<file path="config.mk">
export PLATFORM = sky130hd
export DESIGN_NAME = clk_meter
export DESIGN_NICKNAME = d
export VERILOG_FILES = /design/src/rtl/clk_meter_pkg.sv /design/src/rtl/clk_meter_sync.sv /design/src/rtl/clk_meter.sv
export SDC_FILE = /design/constraint.sdc
export NUM_CORES = 1
export LEC_CHECK = 0
export BUFFER_PORTS_ARGS = -buffer_cell sky130_fd_sc_hd__buf_2
export CAP_MARGIN = 20
export CORE_ASPECT_RATIO = 2
export CORE_MARGIN = 2
export CORE_UTILIZATION = 30
export CTS_CLUSTER_DIAMETER = 50
export DETAILED_ROUTE_END_ITERATION = 12
export PLACE_DENSITY = 0.57
export RECOVER_POWER = 25
export SYNTH_ARGS = -nofsm -noshare
export SYNTH_HDL_FRONTEND = slang
export SYNTH_SLANG_ARGS = --single-unit
</file>
<file path="constraint.sdc">
create_clock -name clk -period 4.5 [get_ports clk]
set_input_delay 0.45 -clock clk [delete_from_list [all_inputs] [get_ports clk]]
set_output_delay 0.45 -clock clk [all_outputs]
set_load 0.05 [all_outputs]
</file>
<file path="src/rtl/clk_meter_pkg.sv">
// clk_meter_pkg: FSM state encoding and default sizing constants shared by the
// clock meter and its synchronizer front end.
package clk_meter_pkg;

    localparam int DEF_CNT_W       = 4;
    localparam int DEF_SYNC_STAGES = 2;

    typedef enum logic {
        ST_IDLE = 1'b0,
        ST_MEAS = 1'b1
    } state_t;

endpackage

</file>
<file path="src/rtl/clk_meter_sync.sv">
// clk_meter_sync: brings the asynchronous clk_in into the clk domain through a
// SYNC_STAGES-deep flop chain, keeps one cycle of history and flags the
// synchronized rising and falling edges.
module clk_meter_sync
    import clk_meter_pkg::*;
#(
    parameter int SYNC_STAGES = DEF_SYNC_STAGES
) (
    input  logic clk,
    input  logic reset,
    input  logic i_clk_in,
    output logic o_rise,
    output logic o_fall
);

    logic [SYNC_STAGES-1:0] r_sync;
    logic                   r_prev;
    logic                   w_sync;

    assign w_sync = r_sync[SYNC_STAGES-1];

    // Metastability chain followed by the edge-history flop.
    always_ff @(posedge clk or negedge reset) begin
        if (!reset) begin
            r_sync <= '0;
            r_prev <= 1'b0;
        end else begin
            r_sync <= {r_sync[SYNC_STAGES-2:0], i_clk_in};
            r_prev <= w_sync;
        end
    end

    assign o_rise = w_sync & ~r_prev;
    assign o_fall = ~w_sync & r_prev;

endmodule

</file>
<file path="src/rtl/clk_meter.sv">
// clk_meter: measures the period and high time of an external clock in
// system-clock cycles and publishes them as a divider-style limit (period-1)
// and a duty count. Periods that saturate the counter raise an ovf pulse
// instead of a measurement.
// Optional feature: define CLK_METER_AVG_EN to publish the average of the
// current and previous raw measurements (first result after IDLE/ovf is raw).
module clk_meter
    import clk_meter_pkg::*;
#(
    parameter int CNT_W       = DEF_CNT_W,
    parameter int SYNC_STAGES = DEF_SYNC_STAGES
) (
    input  logic             clk,
    input  logic             reset,
    input  logic             clk_in,
    input  logic             en,
    output logic [CNT_W-1:0] limit,
    output logic [CNT_W-1:0] duty,
    output logic             meas_valid,
    output logic             ovf,
    output logic             locked
);

    localparam logic [CNT_W-1:0] CNT_MAX = '1;
    localparam logic [CNT_W-1:0] CNT_ONE = {{(CNT_W-1){1'b0}}, 1'b1};

    logic             w_rise;
    logic             w_fall;
    state_t           r_state;
    state_t           w_state_next;
    logic             w_start;
    logic             w_publish;
    logic             w_ovf_hit;
    logic [CNT_W-1:0] r_cnt;
    logic [CNT_W-1:0] r_hi;
    logic             r_ovf_pend;
    logic [CNT_W-1:0] w_limit_new;
    logic [CNT_W-1:0] w_duty_new;
    logic [CNT_W-1:0] r_limit;
    logic [CNT_W-1:0] r_duty;
    logic             r_meas_valid;
    logic             r_ovf;
    logic             r_locked;

    clk_meter_sync #(
        .SYNC_STAGES (SYNC_STAGES)
    ) u_sync (
        .clk      (clk),
        .reset    (reset),
        .i_clk_in (clk_in),
        .o_rise   (w_rise),
        .o_fall   (w_fall)
    );

    // Next state plus the per-cycle event strobes that steer the datapath.
    always_comb begin
        w_state_next = r_state;
        w_start      = 1'b0;
        w_publish    = 1'b0;
        w_ovf_hit    = 1'b0;
        if (!en) begin
            w_state_next = ST_IDLE;
        end else begin
            case (r_state)
                ST_IDLE: begin
                    if (w_rise) begin
                        w_state_next = ST_MEAS;
                        w_start      = 1'b1;
                    end
                end
                ST_MEAS: begin
                    if (w_rise) begin
                        if (r_ovf_pend) w_ovf_hit = 1'b1;
                        else            w_publish = 1'b1;
                    end
                end
                default: w_state_next = ST_IDLE;
            endcase
        end
    end

    // FSM state register.
    always_ff @(posedge clk or negedge reset) begin
        if (!reset) r_state <= ST_IDLE;
        else        r_state <= w_state_next;
    end

    // Period/high counters; every rise restarts a period at 1, and the period
    // counter saturates, remembering that the period is too long.
    always_ff @(posedge clk or negedge reset) begin
        if (!reset) begin
            r_cnt      <= '0;
            r_hi       <= '0;
            r_ovf_pend <= 1'b0;
        end else if (w_start || w_publish || w_ovf_hit) begin
            r_cnt      <= CNT_ONE;
            r_hi       <= '0;
            r_ovf_pend <= 1'b0;
        end else if (en && r_state == ST_MEAS) begin
            if (w_fall) r_hi <= r_cnt;
            if (r_cnt == CNT_MAX) r_ovf_pend <= 1'b1;
            else                  r_cnt      <= r_cnt + CNT_ONE;
        end
    end

`ifdef CLK_METER_AVG_EN
    logic [CNT_W-1:0] r_prev_period;
    logic [CNT_W-1:0] r_prev_hi;
    logic             r_hist_valid;
    logic [CNT_W:0]   w_sum_period;
    logic [CNT_W:0]   w_sum_hi;

    assign w_sum_period = {1'b0, r_prev_period} + {1'b0, r_cnt};
    assign w_sum_hi     = {1'b0, r_prev_hi} + {1'b0, r_hi};
    // Both sums are at least 2, so halving then subtracting one cannot wrap.
    assign w_limit_new  = r_hist_valid ? (w_sum_period[CNT_W:1] - CNT_ONE) : (r_cnt - CNT_ONE);
    assign w_duty_new   = r_hist_valid ? w_sum_hi[CNT_W:1] : r_hi;

    // History of the last published raw measurement; dropped on IDLE or ovf.
    always_ff @(posedge clk or negedge reset) begin
        if (!reset) begin
            r_prev_period <= '0;
            r_prev_hi     <= '0;
            r_hist_valid  <= 1'b0;
        end else if (!en || w_ovf_hit) begin
            r_hist_valid  <= 1'b0;
        end else if (w_publish) begin
            r_prev_period <= r_cnt;
            r_prev_hi     <= r_hi;
            r_hist_valid  <= 1'b1;
        end
    end
`else
    // cnt is at least 1 whenever a rise is seen, so cnt-1 never wraps.
    assign w_limit_new = r_cnt - CNT_ONE;
    assign w_duty_new  = r_hi;
`endif

    // Published results, single-cycle pulses and the lock flag.
    always_ff @(posedge clk or negedge reset) begin
        if (!reset) begin
            r_limit      <= '0;
            r_duty       <= '0;
            r_meas_valid <= 1'b0;
            r_ovf        <= 1'b0;
            r_locked     <= 1'b0;
        end else begin
            r_meas_valid <= w_publish;
            r_ovf        <= w_ovf_hit;
            if (w_publish) begin
                r_limit  <= w_limit_new;
                r_duty   <= w_duty_new;
                r_locked <= 1'b1;
            end else if (w_ovf_hit || !en) begin
                r_locked <= 1'b0;
            end
        end
    end

    assign limit      = r_limit;
    assign duty       = r_duty;
    assign meas_valid = r_meas_valid;
    assign ovf        = r_ovf;
    assign locked     = r_locked;

endmodule
</file>
==> metrics.md <==
| Metric | Value |
|---|---|
| Top FF cell, synth | `dfrtp_1` |
| Total negative slack | `0 ns` |
| Placer Congestion | `0.866` |
| R2r startpoint | `u_sync.r_prev$_DFF_PN0_` |
| H-tree levels | `1` |
| Worst R2R Setup Slack | `2.88 ns` |
| Post-route ant nets | `0` |
| Initial antenna violation count | `0` |
| Number of synthesized flops with an enable pin | `0` |
| Multi-input combinational cell area | `397 um2` |
| Setup Viol. Count Final | `0` |
| Critical-path maximum fanout | `9` |
| Antenna Cells | `0` |
| RSZ-0062 raised after global routing | `no` |
| CTS root buffer | `clkbuf_8` |
| Tightest Hold Check Type | `in -> reg` |
| Fillers | `338` |
| PD cells | `591 mW/mm2` |
| CTS Sinks | `24` |
| Pin count of the biggest net entering global routing | `25` |
| Detailed placement HPWL | `1600 um` |
| Initial drt markers | `50` |
| Crit path launch | `u_sync.r_prev$_DFF_PN0_` |
| DR vias | `714` |
| Die Wd | `45.6 um` |
| Post-route minimum period | `1.62 ns` |
| Worst Setup End Kind | `register` |
| Synthesized flop and latch total | `24` |
| Netlist cell types | `31` |
| Worst-Margin Slew | `1.25 ns` |
| Relative slew slack | `16.9%` |
| GRT overflow | `0` |
| Share of layout cells above drive strength 1 | `28.0%` |
| CTS resizes | `0` |
| Ports | `15` |
| Postcts setup bufs | `0` |
| Vias per cell | `5.41` |
| Maximum buffer depth of the clock tree | `2` |
| Fin crit share | `36.1%` |
| Initial Util | `31.0%` |
| Setup slack after layout | `2.88 ns` |
| Max Cap Viol | `0` |
| Core Footprint | `0.00334 mm2` |
| Routed wire per std cell | `16.2 um` |
| Clock Pin Slew Worst Setup and Hold Paths | `0.08 ns` |
| Post-synth top area share | `57.9%` |
| Crit path required time | `4.66 ns` |
| Die area | `0.00397 mm2` |
| Startpoint types | `register` |
| Pleak | `0.584 nW` |
| Cell Area, Synth | `0.00104 mm2` |
| Avg Cell Area, Syn | `12.2 um2` |
| Final number of max-transition violations | `0` |
| Total track usage | `12.8%` |
| Max VDD drop | `0.000234 V` |
| Row Count | `30` |
| Critical path class | `reg -> reg` |
| Status | `completed` |
| Yosys Warn Count | `0` |
| Maximum clock rate | `616 MHz` |
| Clock Skew | `0.00443 ns` |
| Crit path DAT | `1.79 ns` |
| Detailed-router iteration count before antenna repair | `4` |
| Cell count after synthesis | `85` |
| Drt total wl | `2140 um` |
| # DRC | `0` |
| Crit Reg-Reg Endpoint | `duty[2]$_DFFE_PN0P_` |
| Final Hold Fails | `0` |
| Synth area leaders | `dfrtp_1 58%, mux2_2 7.6%, a21oi_1 3.4%` |
| FF/Latch Area | `601 um2` |
| Post-synth ARST share | `100%` |
| Finished Layout Cells | `132` |
| Vias in the first global route | `756` |
| Area Growth Syn to Fin | `16.0%` |
| Num CTS Buffers | `3` |
| Clk_lat worst skew | `0.27 ns` |
| Yosys top cell by area | `dfrtp_1` |
| Pre-CTS setup slack | `2.82 ns` |
| Worst R2R Path Depth | `3` |
| CTS tree | `built` |
| Nets@finish | `107` |
| Part of the Yosys area used for sequential elements | `57.9%` |
| Port bufs | `14` |
| Synth Net Count | `91` |
| Placed cell count | `128` |
| First-pass GRT wire length | `3630 um` |
| Worst setup path endpoint | `duty[2]$_DFFE_PN0P_` |
| Cts hold-fix bufs | `0` |
| Vert. Die Dim | `87.2 um` |
==> critical path: stages, from the launching register on <==
cell      delay [ns]
dfrtp_1         0.41
nand2b_2        0.25
nor3_4          0.45
mux2_2          0.40
==> per-layer routing <==
metal / share of wire (%) / vias to the layer above / track usage [%]
met5: 0 / - / 0
met4: 3.1 / 0 / 8.82
met3: 1.5 / 5 / 0.622
met2: 57 / 9 / 22.4
met1: 38 / 364 / 13.7
li1: - / 336 / -
==> layout by cell type, fill, tap and decap left out, types with 2 or more instances in the layout <==
cell,n
dfrtp_1,24
buf_2,13
inv_1,7
a21oi_1,7
mux2_2,7
a22oi_1,4
o2bb2ai_1,4
and3_1,3
o21ai_0,3
clkbuf_8,3
nand2_1,2
nor3_1,2
ha_1,2
==> through the flow <==
stage / util (%) / cell area (um2) / power (mW) / hold slack [ns]
final: 36.0 / 1200 / 0.712 / 0.275
after global routing: 36.0 / 1200 / 0.749 / 0.276
after CTS: 36.1 / 1200 / 0.718 / 0.165
after detailed placement: 33.9 / 1130 / 0.528 / 0.340
after global placement: 33.9 / 1130 / 0.524 / 0.333
after floorplan: - / 1040 / 0.470 / 0.154
==> how the worst min path moves through the flow <==
stage	startpoint	end	slack, ns	cells past startpoint
after floorplan	reset	duty[0]$_DFFE_PN0P_	0.15	0
after global placement	u_sync.r_sync[0]$_DFF_PN0_	u_sync.r_sync[1]$_DFF_PN0_	0.33	0
after detailed placement	u_sync.r_sync[0]$_DFF_PN0_	u_sync.r_sync[1]$_DFF_PN0_	0.34	0
after CTS	reset	r_ovf_pend$_DFFE_PN0P_	0.16	1
after global routing	clk_in	u_sync.r_sync[0]$_DFF_PN0_	0.28	1
final	clk_in	u_sync.r_sync[0]$_DFF_PN0_	0.27	1
==> state kept, by name (all words and copies together) (netlist names) <==
| register | cells |
|---|---|
| locked | 1 |
| u_sync.r_sync | 2 |
| r_state | 1 |
| r_cnt | 4 |
| r_hi | 4 |
| limit | 4 |
| meas_valid | 1 |
| r_ovf_pend | 1 |
| duty | 4 |
| ovf | 1 |
| u_sync.r_prev | 1 |
==> where the power goes <==
| group | switching (mW) | total [mW] | leakage [nW] | internal [mW] |
|---|---|---|---|---|
| Clock | 0.0697 | 0.189 | 0.0357 | 0.119 |
| Combinational | 0.150 | 0.219 | 0.236 | 0.0692 |
| Sequential | 0.0414 | 0.303 | 0.312 | 0.262 |
| Total | 0.261 | 0.712 | 0.584 | 0.450 |
==> kinds of logic (layout without fill, tap and decap cells) <==
| family | count (synthesis) | in the layout | synth area share, % |
|---|---|---|---|
| muxes | 8 | 8 | 8.56 |
| adders and majority gates | 2 | 2 | 2.41 |
| AOI/OAI and AO/OA | 24 | 24 | 15.8 |
| DFF | 24 | 24 | 57.9 |
| xor gates and xnor gates | 2 | 2 | 1.69 |
| and+or+nand+nor | 15 | 15 | 9.77 |
| buffers and inverters | 10 | 25 | 3.86 |
==> cells in the mapped netlist (2+ instances only) <==
cell,number
nor3_1,2
a21oi_1,7
and3_1,3
nand2_1,2
inv_1,7
mux2_2,7
a22oi_1,4
dfrtp_1,24
ha_1,2
o21ai_0,3
o2bb2ai_1,4
==> final cells by class <==
class	count	share of cell area (%)
repair buffers	14	5.72
clock buffers	3	3.43
multi-input cells	51	33.0
clock inverters	1	2.49
flip-flops and latches	24	49.9
well taps	32	3.33
inverters	7	2.18
Power figures use the tool's default switching activity.
